File: config.mk
export PLATFORM = sky130hd
export DESIGN_NAME = joystick_adc_scheduler
export DESIGN_NICKNAME = d
export VERILOG_FILES = /design/src/rtl/joystick_pkg.sv /design/src/rtl/joystick_adc_scheduler_frame.sv /design/src/rtl/joystick_adc_scheduler.sv
export SDC_FILE = /design/constraint.sdc
export NUM_CORES = 1
export LEC_CHECK = 0
export CAP_MARGIN = 20
export CORE_MARGIN = 2
export CORE_UTILIZATION = 50
export CTS_CLUSTER_SIZE = 10
export DETAILED_ROUTE_END_ITERATION = 10
export GPL_ROUTABILITY_DRIVEN = 0
export HOLD_SLACK_MARGIN = 0.1
export MAX_ROUTING_LAYER = met4
export PLACE_DENSITY = 0.7
export SYNTH_ARGS = -nofsm -noshare
export SYNTH_HDL_FRONTEND = slang
export SYNTH_SLANG_ARGS = --single-unit
File: constraint.sdc
create_clock -name clk -period 3.9 [get_ports clk]
set_input_delay 0.975 -clock clk [delete_from_list [all_inputs] [get_ports clk]]
set_output_delay 0.975 -clock clk [all_outputs]
set_load 0.01 [all_outputs]
File: src/rtl/joystick_pkg.sv
// Shared types and frame constants for the joystick ADC scheduler.
package joystick_pkg;

   typedef enum logic [2:0] {
      IDLE,
      CS_SETUP,
      SHIFT,
      CS_HOLD,
      PUBLISH
   } round_state_t;

   localparam int FRAME_SCLKS     = 16;
   localparam int DATA_FIRST_EDGE = 7;
   localparam int ADC_BITS        = 10;
   localparam int CH_W            = 3;

   // sclk toggles per frame and width of the command bits after the start bit
   localparam int FRAME_TOGGLES   = 2 * FRAME_SCLKS;
   localparam int CMD_W           = CH_W + 2;

   // Command bits shifted out after the start bit: single-ended flag, channel, then zero
   function automatic logic [CMD_W-1:0] frame_cmd(input logic [CH_W-1:0] ch);
      return {1'b1, ch, 1'b0};
   endfunction

endpackage

File: src/rtl/joystick_adc_scheduler_frame.sv
// One MCP3008-style SPI frame: chip select, mode-0 sclk, command out, 10-bit result in.
module spi_adc_frame
   import joystick_pkg::*;
#(
   parameter int CLK_DIV = 8
) (
   input  logic                clk,
   input  logic                rst,
   input  logic                start,
   input  logic [CH_W-1:0]     channel,
   output logic                done,
   output logic [ADC_BITS-1:0] result,
   output logic                cs_n,
   output logic                sclk,
   output logic                mosi,
   input  logic                miso
);

   localparam int DIV_W = $clog2(CLK_DIV);
   localparam int TOG_W = $clog2(FRAME_TOGGLES + 1);
   localparam logic [DIV_W-1:0] DIV_LAST  = DIV_W'(CLK_DIV - 1);
   localparam logic [TOG_W-1:0] TOG_END   = TOG_W'(FRAME_TOGGLES);
   // sclk high phase preceding the falling edge after rising edge DATA_FIRST_EDGE
   localparam logic [TOG_W-1:0] CAP_FIRST = TOG_W'(2 * DATA_FIRST_EDGE - 1);

   logic             active;
   logic [DIV_W-1:0] div_cnt;
   logic [TOG_W-1:0] tog_cnt;
   logic [CMD_W-1:0] cmd_sr;
   logic             miso_meta;
   logic             miso_sync;
   logic             launch;
   logic             phase_end;
   logic             capture;

   assign launch    = start && !active;
   assign phase_end = active && (div_cnt == DIV_LAST);
   // Event after the last toggle is the cs_n release, so done lines up with cs_n rising
   assign done      = phase_end && (tog_cnt == TOG_END);
   // Last clk cycle of an sclk high phase inside the data window
   assign capture   = phase_end && sclk && (tog_cnt >= CAP_FIRST);

   // Two-flop synchronizer for the asynchronous ADC data line
   always_ff @(posedge clk) begin
      miso_meta <= miso;
      miso_sync <= miso_meta;
   end

   // Frame sequencing: setup phase, 32 sclk toggles, then release chip select
   always_ff @(posedge clk or posedge rst) begin
      if (rst) begin
         active  <= 1'b0;
         cs_n    <= 1'b1;
         sclk    <= 1'b0;
         mosi    <= 1'b0;
         div_cnt <= '0;
         tog_cnt <= '0;
         cmd_sr  <= '0;
      end else if (launch) begin
         active  <= 1'b1;
         cs_n    <= 1'b0;
         sclk    <= 1'b0;
         mosi    <= 1'b1;
         div_cnt <= '0;
         tog_cnt <= '0;
         cmd_sr  <= frame_cmd(channel);
      end else if (active) begin
         if (phase_end) begin
            div_cnt <= '0;
            if (tog_cnt == TOG_END) begin
               active <= 1'b0;
               cs_n   <= 1'b1;
               mosi   <= 1'b0;
            end else begin
               sclk    <= ~sclk;
               tog_cnt <= tog_cnt + 1'b1;
               // Next command bit goes out with each falling edge
               if (sclk) begin
                  mosi   <= cmd_sr[CMD_W-1];
                  cmd_sr <= {cmd_sr[CMD_W-2:0], 1'b0};
               end
            end
         end else begin
            div_cnt <= div_cnt + 1'b1;
         end
      end
   end

   // Result shift register, MSB first, cleared at frame launch
   always_ff @(posedge clk) begin
      if (launch) begin
         result <= '0;
      end else if (capture) begin
         result <= {result[ADC_BITS-2:0], miso_sync};
      end
   end

endmodule

File: src/rtl/joystick_adc_scheduler.sv
// Joystick ADC scheduler: periodic/triggered rounds converting X then Y, published as a pair.
module joystick_adc_scheduler
   import joystick_pkg::*;
#(
   parameter int              CLK_DIV       = 8,
   parameter int              SAMPLE_PERIOD = 50000,
   parameter logic [CH_W-1:0] CH_X          = 3'd0,
   parameter logic [CH_W-1:0] CH_Y          = 3'd1
) (
   input  logic                clk,
   input  logic                rst,
   input  logic                enable,
   input  logic                trigger,
   output logic                adc_cs_n,
   output logic                adc_sclk,
   output logic                adc_mosi,
   input  logic                adc_miso,
   output logic [ADC_BITS-1:0] digital_x,
   output logic [ADC_BITS-1:0] digital_y,
   output logic                sample_valid,
   output logic                busy,
   output logic                overrun
);

   localparam int DIV_W = $clog2(CLK_DIV);
   localparam int TMR_W = $clog2(SAMPLE_PERIOD);
   localparam logic [DIV_W-1:0] DIV_LAST    = DIV_W'(CLK_DIV - 1);
   localparam logic [TMR_W-1:0] PERIOD_LAST = TMR_W'(SAMPLE_PERIOD - 1);

   round_state_t        state;
   round_state_t        state_nx;
   logic [TMR_W-1:0]    tmr;
   logic                tick;
   logic                start_req;
   logic [DIV_W-1:0]    hold_cnt;
   logic                axis_y;
   logic                pending;
   logic                frame_start;
   logic                start_y;
   logic                latch_x;
   logic                publish;
   logic [CH_W-1:0]     frame_ch;
   logic                frame_done;
   logic [ADC_BITS-1:0] frame_result;
   logic [ADC_BITS-1:0] x_hold;

   assign tick      = enable && (tmr == PERIOD_LAST);
   // A tick and a trigger together are a single start event
   assign start_req = tick || trigger;
   assign frame_ch  = start_y ? CH_Y : CH_X;
   assign busy      = (state != IDLE);

   spi_adc_frame #(
      .CLK_DIV (CLK_DIV)
   ) u_frame (
      .clk     (clk),
      .rst     (rst),
      .start   (frame_start),
      .channel (frame_ch),
      .done    (frame_done),
      .result  (frame_result),
      .cs_n    (adc_cs_n),
      .sclk    (adc_sclk),
      .mosi    (adc_mosi),
      .miso    (adc_miso)
   );

   // Sample timer: free-runs while enabled, parked at zero otherwise
   always_ff @(posedge clk or posedge rst) begin
      if (rst) begin
         tmr <= '0;
      end else if (!enable || tick) begin
         tmr <= '0;
      end else begin
         tmr <= tmr + 1'b1;
      end
   end

   // Round state register
   always_ff @(posedge clk or posedge rst) begin
      if (rst) begin
         state <= IDLE;
      end else begin
         state <= state_nx;
      end
   end

   // Round sequencing: X frame, chip-select hold, Y frame, publish
   always_comb begin
      state_nx    = state;
      frame_start = 1'b0;
      start_y     = 1'b0;
      latch_x     = 1'b0;
      publish     = 1'b0;
      case (state)
         IDLE: begin
            if (start_req) begin
               frame_start = 1'b1;
               state_nx    = CS_SETUP;
            end
         end
         CS_SETUP: begin
            if (hold_cnt == DIV_LAST) begin
               state_nx = SHIFT;
            end
         end
         SHIFT: begin
            if (frame_done) begin
               if (axis_y) begin
                  publish  = 1'b1;
                  state_nx = PUBLISH;
               end else begin
                  latch_x  = 1'b1;
                  state_nx = CS_HOLD;
               end
            end
         end
         CS_HOLD: begin
            if (hold_cnt == DIV_LAST) begin
               frame_start = 1'b1;
               start_y     = 1'b1;
               state_nx    = CS_SETUP;
            end
         end
         PUBLISH: begin
            if (pending || start_req) begin
               frame_start = 1'b1;
               state_nx    = CS_SETUP;
            end else begin
               state_nx = IDLE;
            end
         end
         default: state_nx = IDLE;
      endcase
   end

   // Phase counter restarts on every state change; it times setup and hold
   always_ff @(posedge clk or posedge rst) begin
      if (rst) begin
         hold_cnt <= '0;
      end else if (state_nx != state) begin
         hold_cnt <= '0;
      end else begin
         hold_cnt <= hold_cnt + 1'b1;
      end
   end

   // Remember which axis the running frame belongs to
   always_ff @(posedge clk or posedge rst) begin
      if (rst) begin
         axis_y <= 1'b0;
      end else if (frame_start) begin
         axis_y <= start_y;
      end
   end

   // One-deep pending request; a request arriving with pending already set is lost
   always_ff @(posedge clk or posedge rst) begin
      if (rst) begin
         pending <= 1'b0;
         overrun <= 1'b0;
      end else if (state == PUBLISH) begin
         // One request restarts the round now, a second one stays queued
         pending <= pending && start_req;
      end else if (state != IDLE && start_req) begin
         if (pending) begin
            overrun <= 1'b1;
         end else begin
            pending <= 1'b1;
         end
      end
   end

   // X result is parked until the Y frame completes so both publish together
   always_ff @(posedge clk) begin
      if (latch_x) begin
         x_hold <= frame_result;
      end
   end

   // Published pair and its one-cycle valid strobe
   always_ff @(posedge clk or posedge rst) begin
      if (rst) begin
         sample_valid <= 1'b0;
         digital_x    <= '0;
         digital_y    <= '0;
      end else begin
         sample_valid <= publish;
         if (publish) begin
            digital_x <= x_hold;
            digital_y <= frame_result;
         end
      end
   end

endmodule

### Word level (Yosys, flattened, before mapping)

Cells that the tools add are included.

* bitwise operators: 2
* reductions and logical operators: 26
* eq/ne operators: 10
* magnitude comparators: 1
* multiplexer cells: 52
* add/sub/neg operators: 4

Operators with widths (count)
* two-way mux 1 bit: 31
* two-way mux 3 bit: 9
* two-way mux 5 bit: 5
* two-way mux 6 bit: 4
* adder 16 x 1 -> 16 bit, second input constant: 1
* == test 16 bit, second input constant: 1
* two-way mux 16 bit: 1
* one-hot mux 3 bit (5 select lines): 1
* AND reduction 3 bit: 4
* nonzero test 2 bit: 5
* == test 3 bit, second input constant: 3
* logical AND 1 bit: 8
* adder 3 x 1 -> 3 bit, second input constant: 2
* adder 6 x 1 -> 6 bit, second input constant: 1
* == test 3 x 2 -> 1 bit, second input constant: 2
* == test 6 bit, second input constant: 1
* greater-or-equal comparator 6 x 4 -> 1 bit, second input constant: 1
* nonzero test 3 bit: 2
* AND reduction 4 bit: 1
* == test 3 x 1 -> 1 bit, second input constant: 1
* zero test 3 bit: 1
* logical OR 1 bit: 3
* != test 3 bit: 1
* one-hot mux 1 bit (3 select lines): 1
* 3 further kinds: 5

* logic and storage cells: 115
* input port bits: 5
* output and inout bits: 26
* register bits: 86

### Longest topological paths before layout

Gate-level depths: netlist (run 1).

* depth in word-level cells: 9
* depth in mapped cells: 9
* mapped depth without buffers: 6

### Cells and area by module

A second synthesis (run 1) with hierarchy kept.

* cells, all modules: 323
* area total of the unflattened synthesis: 3642.2 um^2

Modules (own cells, without submodules)
* joystick_adc_scheduler: area an instance 2348.5 um^2, times used 1, seq. area each 1451.4 um^2, cells each 185
* spi_adc_frame: area an instance 1293.7 um^2, times used 1, seq. area each 666.9 um^2, cells each 138

### Least setup slack after synthesis (run 1)

Ideal clock, no wire load.

* kind: register to register
* start: reg u_frame.div_cnt[0]
* end: reg digital_x[0]
* cell stages (with the launch flop): 10
* slack: 1605 ps
* period minus slack after synthesis: 2295 ps
* arrival: 2171 ps
* setup time: 125 ps
* buffers on the path: 3
* required time: 3775 ps
* cell sequence: dfrtp_1 > ha_1 > ha_1 > and2_1 > clkbuf_1 > and3_1 > clkbuf_1 > nand3_1 > clkbuf_1 > mux2_2

* longest elaborated chain between the ends: 5

Ends and longest elaborated chain
* start: declaration: RTL line joystick_adc_scheduler_frame.sv:27 `logic [DIV_W-1:0] div_cnt;`
* start signal: assignment: RTL line joystick_adc_scheduler_frame.sv:84 `div_cnt <= div_cnt + 1'b1;`
* == test 3 bit: RTL line joystick_adc_scheduler_frame.sv:37 `assign phase_end = active && (div_cnt == DIV_LAST);`
* logical AND 1 bit: RTL line joystick_adc_scheduler_frame.sv:37
* logical AND 1 bit: RTL line joystick_adc_scheduler_frame.sv:39 `assign done = phase_end && (tog_cnt == TOG_END);`
* two-way mux 1 bit: RTL line joystick_adc_scheduler.sv:108 `if (frame_done) begin`
* two-way mux 1 bit: RTL line joystick_adc_scheduler.sv:95 `case (state)`
* end signal: assignment: RTL line joystick_adc_scheduler.sv:190 `digital_x <= x_hold;`
* end: declaration: RTL line joystick_adc_scheduler.sv:18 `output logic [ADC_BITS-1:0] digital_x,`

Every way passes these cells.
A chain may end at the register's enable or synchronous reset.

### Worst setup path after layout (run 1)

* start: in enable
* end: reg u_frame.sclk

* longest elaborated chain between the ends: 8
* elaborated cells between the ends (all ways): 12
* classes of those cells: eq/ne (1); mux (4); reduce/logical (7)

Ends and longest elaborated chain
* start: declaration: RTL line joystick_adc_scheduler.sv:12 `input logic enable,`
* logical AND 1 bit *: RTL line joystick_adc_scheduler.sv:47 `assign tick = enable && (tmr == PERIOD_LAST);`
* logical OR 1 bit *: RTL line joystick_adc_scheduler.sv:49 `assign start_req = tick || trigger;`
* logical OR 1 bit: RTL line joystick_adc_scheduler.sv:126 `if (pending || start_req) begin`
* two-way mux 1 bit: RTL line joystick_adc_scheduler.sv:126
* one-hot mux 1 bit (3 select lines) *: RTL line joystick_adc_scheduler.sv:95
* logical AND 1 bit *: RTL line joystick_adc_scheduler_frame.sv:36 `assign launch = start && !active;`
* != test 2 x 1 -> 1 bit (no line) / nonzero test 2 bit (equally long branches)
* AND reduction 3 bit (no line)
* end signal: assignment: RTL line joystick_adc_scheduler_frame.sv:75 `sclk <= ~sclk;`
* end: declaration: RTL line joystick_adc_scheduler_frame.sv:14 `output logic sclk,`

Mark *: on every way between the ends. The rest lies on a longest branch, timed or not.

==> results.sh, run 1 <==
export IMPL_status="finished clean"
export IMPL_synth_nets=328
export IMPL_design_core_area_um2=7180
export IMPL_num_antenna_cells=0
export IMPL_detail_route_drc_violations=0
export IMPL_critical_path_startpoint_type="primary input"
export IMPL_overflow=0
export IMPL_cts_root_to_sink_buffers=2
export IMPL_postLayoutSetupSlackWorst_ns=1.40
export IMPL_number_of_global_route_vias_before_repair=2293
export IMPL_tightest_slew_ns=0.999
export IMPL_cts_resized=0
export IMPL_port_bufs=30
export IMPL_yosys_warnings=0
export IMPL_detail_route_vias_per_cell=5.44
export IMPL_synthDominantAreaCellType="dfrtp_1"
export IMPL_met1Wirelength_um=2950
export IMPL_hold_path_class="flip-flop to flip-flop"
export IMPL_slowest_delay_ns=0.53
export IMPL_final_layout_size_suffix_gt1_frac=0.142
export IMPL_fmax_ghz=0.399
export IMPL_synth_top_cells_by_count="dfrtp_1 (62), nor2_1 (29), mux2_2 (20)"
export IMPL_report_power_total_mw=1.67
export IMPL_postSynth_asyncResetShare=0.741
export IMPL_grt_start_max_net_pins=24
export IMPL_maxCapViolations=0
export IMPL_floorplan_initialDensity=0.508
export IMPL_final_report_setup_violation_count=0
export IMPL_synth_seq_area_share=0.581
export IMPL_worst_case_register_to_register_setup_slack_ns=1.50
export IMPL_setup_tns_final_ns=0
export IMPL_relSlewSlack=0.329
export IMPL_cts_tree="done"
export IMPL_cts_made_buffers=9
export IMPL_die_area_um2=7990
export IMPL_detail_route_wl_per_cell_um=14.1
export IMPL_avgSynthCellArea_um2=11.6
export IMPL_postRouteWirelength_um=6380
export IMPL_dr_max_layer_used="met4"
export IMPL_ir_drop_mv=0.180
export IMPL_timing_final_hold_violations=0
export IMPL_dieWidth_um=89.4
export IMPL_post_synth_top_count_cell="dfrtp_1"
export IMPL_finClkSkew_ns=0.0115
export IMPL_synth_ff_latch_count=85
export IMPL_met2RoutedLength_um=3070
export IMPL_max_transition_viols_final=0
export IMPL_dpl_cell_count=435
export IMPL_drt_initial_drc_count=138
export IMPL_post_synth_inst_count=314
export IMPL_global_route_wire_length_before_repair_um=10600
export IMPL_placement_rows=31
export IMPL_die_height_um=89.4
export IMPL_antenna_found_initial=0
export IMPL_netlist_top_cells_area="dfrtp_1 (43%), edfxtp_1 (8.2%), dfxtp_1 (6.6%)"
export IMPL_htreeDepth=3
export IMPL_most_used_dff_post_synth="dfrtp_1"
export IMPL_clock_insertion_delay_worst_skew_ns=0.35
export IMPL_drt_first_pass_iters=4
export IMPL_global_route_usage_total=0.179
export IMPL_cts_hold_fix_buffers=0
export IMPL_post_synth_top_area_fraction=0.425
export IMPL_cts_reportedPaths_clkPinSlew_ns=0.08
export IMPL_place_worst_setup_slack_ns=1.02
export IMPL_final_antenna_net_count=0
export IMPL_total_leakage_power_nw=1.81
export IMPL_rsz0062_at_grt="no"
export IMPL_final_instance_count_excl_fill=451
export IMPL_cts_setup_buffers=0
export IMPL_final_period_minus_worst_setup_slack_ns=2.50
export IMPL_synthToLayoutAreaGrowth_pct=15.8
export IMPL_clk_sinks=85
export IMPL_cts_root_buffer="clkbuf_8"
export IMPL_synth_lib_cells_used_distinct=46
export IMPL_synth_edf_count=10
export IMPL_mappedNetlistArea_um2=3650
export IMPL_power_density_nw_per_um2=396
export IMPL_cp_data_required_time_ns=4.13
export IMPL_routed_via_count=2454
export IMPL_final_period_utilization=0.642
export IMPL_total_nets_final=361
export IMPL_dp_hpwl_um=4440
export IMPL_slowest_stage="clkdlybuf4s50_1"
export IMPL_timing_critical_path_arrival_ns=2.74
export IMPL_design_portCount=31
export IMPL_cp_end_kind="flip-flop"
export IMPL_crit_type="primary input to flip-flop"
export IMPL_detailroute_wirelength_met3_um=241
export IMPL_critical_path_peak_fanout=22
export IMPL_cp_cell_sequence="clkdlybuf4s50_1 -> nand4_1 -> or4_4 -> a221oi_4 -> buf_4 -> nor2_1"
cells in the final DEF (no fill, tap or decap), types with 2 or more instances in the layout:
cell	instances
nand2_1	14
or4b_1	2
inv_1	9
o21ai_0	13
mux2_2	20
nor3_1	3
dfrtp_1	62
edfxtp_1	10
ha_1	9
dfxtp_1	12
nand3_1	16
clkdlybuf4s50_1	30
mux2i_1	5
xnor2_1	10
a31oi_1	2
and2_1	4
a31o_2	3
inv_6	4
a311o_1	2
and3_1	10
nor2_1	29
xor2_1	8
a21oi_1	17
nor4_1	6
buf_4	4
a211o_1	2
nand2b_1	4
nand4_1	7
nor3b_1	2
clkbuf_8	9
nand4b_1	3
a21boi_0	2
clkinvlp_4	3
through the flow:
step / hold WS, ns / cell area (µm²) / util
global placement: 0.315 / 4040 / 0.563
finish: 0.338 / 4220 / 0.588
floorplan: 0.310 / 3650 / -
CTS: 0.334 / 4220 / 0.588
detailed placement: 0.314 / 4040 / 0.563
global route: 0.343 / 4220 / 0.588
layer usage:
| metal | vias up | track usage |
|---|---|---|
| met5 | - | - |
| met4 | 0 | 0.0801 |
| met3 | 13 | 0.0323 |
| met2 | 61 | 0.283 |
| met1 | 1195 | 0.224 |
| li1 | 1185 | - |
worst paths after layout:
kind,startpoint,endpoint,cells past startpoint
max reg2reg,tmr[5]$_DFF_PP0_,u_frame.sclk$_DFFE_PP0P_,5
max,enable,u_frame.sclk$_DFFE_PP0P_,6
min in group asynchronous,rst,digital_x[7]$_DFFE_PP0P_,2
max in group asynchronous,rst,u_frame.cs_n$_DFFE_PP1P_,3
min reg2reg,u_frame.miso_meta$_DFF_P_,u_frame.miso_sync$_DFF_P_,0
min,u_frame.miso_meta$_DFF_P_,u_frame.miso_sync$_DFF_P_,0
where the power goes:
part | switching, mW | total, mW | internal, mW
Combinational | 0.0773 | 0.141 | 0.0641
Clock | 0.336 | 0.576 | 0.240
Sequential | 0.0306 | 0.955 | 0.924
Total | 0.444 | 1.67 | 1.23
flip-flops by register name (all words and copies together) (netlist names), 3 cells and up:
signal	flops
u_frame.cmd_sr	4
u_frame.tog_cnt	6
u_frame.div_cnt	3
digital_x	10
hold_cnt	3
x_hold	10
tmr	16
digital_y	10
u_frame.result	10
state	3
cells by family (layout without fill, tap and decap cells):
kind of cell | Yosys count | after routing | synth area share
buffers and inverters | 22 | 60 | 0.0268
AO/OA/AOI/OAI | 49 | 49 | 0.0892
adder cells (fa/ha/maj) | 9 | 9 | 0.0309
multiplexers | 25 | 25 | 0.0755
flip-flops | 85 | 85 | 0.581
XOR/XNOR | 18 | 18 | 0.0432
AND/OR/NAND/NOR | 106 | 106 | 0.154
area by class of cell:
cell class,count,area (µm²)
well taps,99,124
clock inverters,7,57.6
inverters,10,37.5
repair buffers,34,330
multi-input cells,207,1430
fillers,602,2950
flip-flops and latches,85,2120
clock buffers,9,124
critical path: cells and delay by family:
kind            cells  cell delay [ns]
buf+inv             2             0.82
simple gates        3             0.67
compound gates      1             0.27
(Power assumes the default switching activity.)
==> inputs of run 2 (changes only) <==
- clock period: 3.9 -> 2.5 ns (I/O delays scaled with it)
==> run 2 against run 1 <==
Against the previous run: sequential power is 55% higher; global-route usage rose by 0.42 points; cell count is 1.8% higher; hold slack got worse by 0.0063 ns; power increased by 72%; critical path depth shrank 1; final area rose by 4.1%; combinational power up 62%; worst setup slack got worse by 1.2 ns; via count up 0.73%; critical path type is now flip-flop to flip-flop; highest routed layer unchanged.
==> results.sh, run 2 (same netlist as run 1, synthesis figures left out) <==
export IMPL_status="finished clean"
export IMPL_maxCapViolations=0
export IMPL_cts_hold_fix_buffers=0
export IMPL_port_bufs=30
export IMPL_drt_initial_drc_count=105
export IMPL_most_common_layout_cells="dfrtp_1 (62), clkdlybuf4s50_1 (30), nor2_1 (29)"
export IMPL_design_core_area_um2=7180
export IMPL_final_period_utilization=0.920
export IMPL_detail_route_wl_per_cell_um=13.9
export IMPL_crit_type="flip-flop to flip-flop"
export IMPL_critical_path_startpoint_type="flip-flop"
export IMPL_antenna_found_initial=0
export IMPL_cts_setup_buffers=0
export IMPL_post_route_util=0.613
export IMPL_synthToLayoutAreaGrowth_pct=20.6
export IMPL_clk_sinks=85
export IMPL_grt_start_max_net_pins=26
export IMPL_final_period_minus_worst_setup_slack_ns=2.30
export IMPL_dpl_cell_count=443
export IMPL_worstReg2RegEnd="u_frame.div_cnt[0]$_DFFE_PP0P_"
export IMPL_sequential_cell_area_um2=2120
export IMPL_total_leakage_power_nw=1.90
export IMPL_die_height_um=89.4
export IMPL_detail_route_vias_per_cell=5.39
export IMPL_fmax_ghz=0.435
export IMPL_detail_route_drc_violations=0
export IMPL_htreeDepth=3
export IMPL_postRouteWirelength_um=6380
export IMPL_slowest_stage="or4_4"
export IMPL_timing_final_hold_violations=0
export IMPL_timing_hold_worst_endpoint="u_frame.miso_sync$_DFF_P_"
export IMPL_final_instance_count_excl_fill=459
export IMPL_largest_register_ff_count=16
export IMPL_rsz0062_at_grt="no"
export IMPL_cts_resized=0
export IMPL_worst_case_register_to_register_setup_slack_ns=0.20
export IMPL_die_area_um2=7990
export IMPL_ir_drop_mv=0.365
export IMPL_cts_root_buffer="clkbuf_8"
export IMPL_global_route_usage_total=0.183
export IMPL_total_nets_final=369
export IMPL_cp_buffers_inverters=1
export IMPL_critical_path_peak_fanout=22
export IMPL_final_report_setup_violation_count=0
export IMPL_drt_first_pass_iters=4
export IMPL_cp_end_kind="flip-flop"
export IMPL_global_route_wire_length_before_repair_um=10800
export IMPL_cts_made_buffers=9
export IMPL_design_portCount=31
export IMPL_num_antenna_cells=0
export IMPL_dieWidth_um=89.4
export IMPL_hold_path_startpoint="u_frame.miso_meta$_DFF_P_"
export IMPL_multiInputGateArea_um2=1430
export IMPL_setup_tns_final_ns=0
export IMPL_worst_hold_path_num_cells=0
export IMPL_worstRegToRegCells=5
export IMPL_postLayoutSetupSlackWorst_ns=0.199
export IMPL_r2r_start="tmr[7]$_DFF_PP0_"
export IMPL_layout_filler_cells=589
export IMPL_slowest_delay_ns=0.61
export IMPL_routed_via_count=2472
export IMPL_relSlewSlack=0.646
export IMPL_critical_path_top_delay_family="simple AND/OR/NAND/NOR gates"
export IMPL_cp_data_required_time_ns=2.73
export IMPL_hold_path_class="flip-flop to flip-flop"
export IMPL_dp_hpwl_um=4530
export IMPL_finClkSkew_ns=0.0105
export IMPL_place_worst_setup_slack_ns=0.110
export IMPL_clock_insertion_delay_worst_skew_ns=0.35
export IMPL_overflow=0
export IMPL_cts_root_to_sink_buffers=2
export IMPL_placement_rows=31
export IMPL_floorplan_initialDensity=0.508
export IMPL_number_of_global_route_vias_before_repair=2390
export IMPL_timing_critical_path_arrival_ns=2.54
export IMPL_largest_register="tmr"
export IMPL_power_density_nw_per_um2=652
export IMPL_final_common_cell="dfrtp_1"
export IMPL_final_antenna_net_count=0
export IMPL_final_layout_size_suffix_gt1_frac=0.161
export IMPL_max_transition_viols_final=0
export IMPL_cp_cell_sequence="or4b_1 -> or4_4 -> a221oi_4 -> buf_12 -> nor2_1"
export IMPL_cts_tree="done"
export IMPL_tightest_slew_ns=0.531
export IMPL_cts_reportedPaths_clkPinSlew_ns=0.08
## run 2: changes by cell type in the layout (fill, tap and decap cells not counted)
cell / before / now
buf_4: 4 / 8
clkinv_4: 0 / 1
clkinvlp_4: 3 / 2
inv_6: 4 / 1
bufinv_16: 0 / 3
buf_12: 0 / 4
## run 2: metal layers
| layer | share of wire | GRT usage | up-vias | wire length (µm) |
|---|---|---|---|---|
| li1 | - | - | 1206 | - |
| met4 | 0.011 | 0.0638 | 0 | 71 |
| met1 | 0.46 | 0.227 | 1212 | 2930 |
| met2 | 0.49 | 0.292 | 47 | 3150 |
| met3 | 0.036 | 0.0452 | 7 | 231 |
| met5 | 0 | - | - | 0 |
## run 2: metrics by stage
step           total power [mW]  area, µm²  hold WS (ns)
5_1_grt                    3.01       4400         0.339
2_1_floorplan              1.67       3650         0.310
3_3_place_gp               1.73       4150         0.315
3_5_place_dp               1.74       4150         0.313
6_report                   2.87       4400         0.332
4_1_cts                    2.90       4400         0.332
## run 2: final cells by class
class / instances / share of cell area
clock buffer: 9 / 0.0282
clock inverter: 7 / 0.0279
inverter: 10 / 0.00853
multi-input combinational: 207 / 0.325
sequential: 85 / 0.482
tap: 99 / 0.0282
timing repair buffer: 42 / 0.100
## run 2: how the worst max path moves through the flow
stage	from	to	slack, ns	cells past startpoint
6_report	tmr[7]$_DFF_PP0_	u_frame.div_cnt[0]$_DFFE_PP0P_	0.20	5
4_1_cts	tmr[7]$_DFF_PP0_	u_frame.tog_cnt[3]$_DFFE_PP0P_	0.19	5
3_3_place_gp	enable	u_frame.tog_cnt[1]$_DFFE_PP0P_	0.13	6
3_5_place_dp	enable	u_frame.tog_cnt[5]$_DFFE_PP0P_	0.11	6
2_1_floorplan	u_frame.div_cnt[0]$_DFFE_PP0P_	digital_x[0]$_DFFE_PP0P_	0.20	9
5_1_grt	u_frame.div_cnt[0]$_DFFE_PP0P_	x_hold[5]$_DFFE_PP_	0.07	5
## run 2: worst register-to-register path, stage by stage, from the launching register on
cell      delay (ns)
dfrtp_1         0.43
or4b_1          0.57
or4_4           0.61
a221oi_4        0.32
buf_12          0.20
nor2_1          0.06
## run 2: where the power goes
group | total [mW] | switching, mW | internal (mW)
clock network | 1.16 | 0.487 | 0.668
logic | 0.228 | 0.120 | 0.107
registers | 1.48 | 0.0432 | 1.44
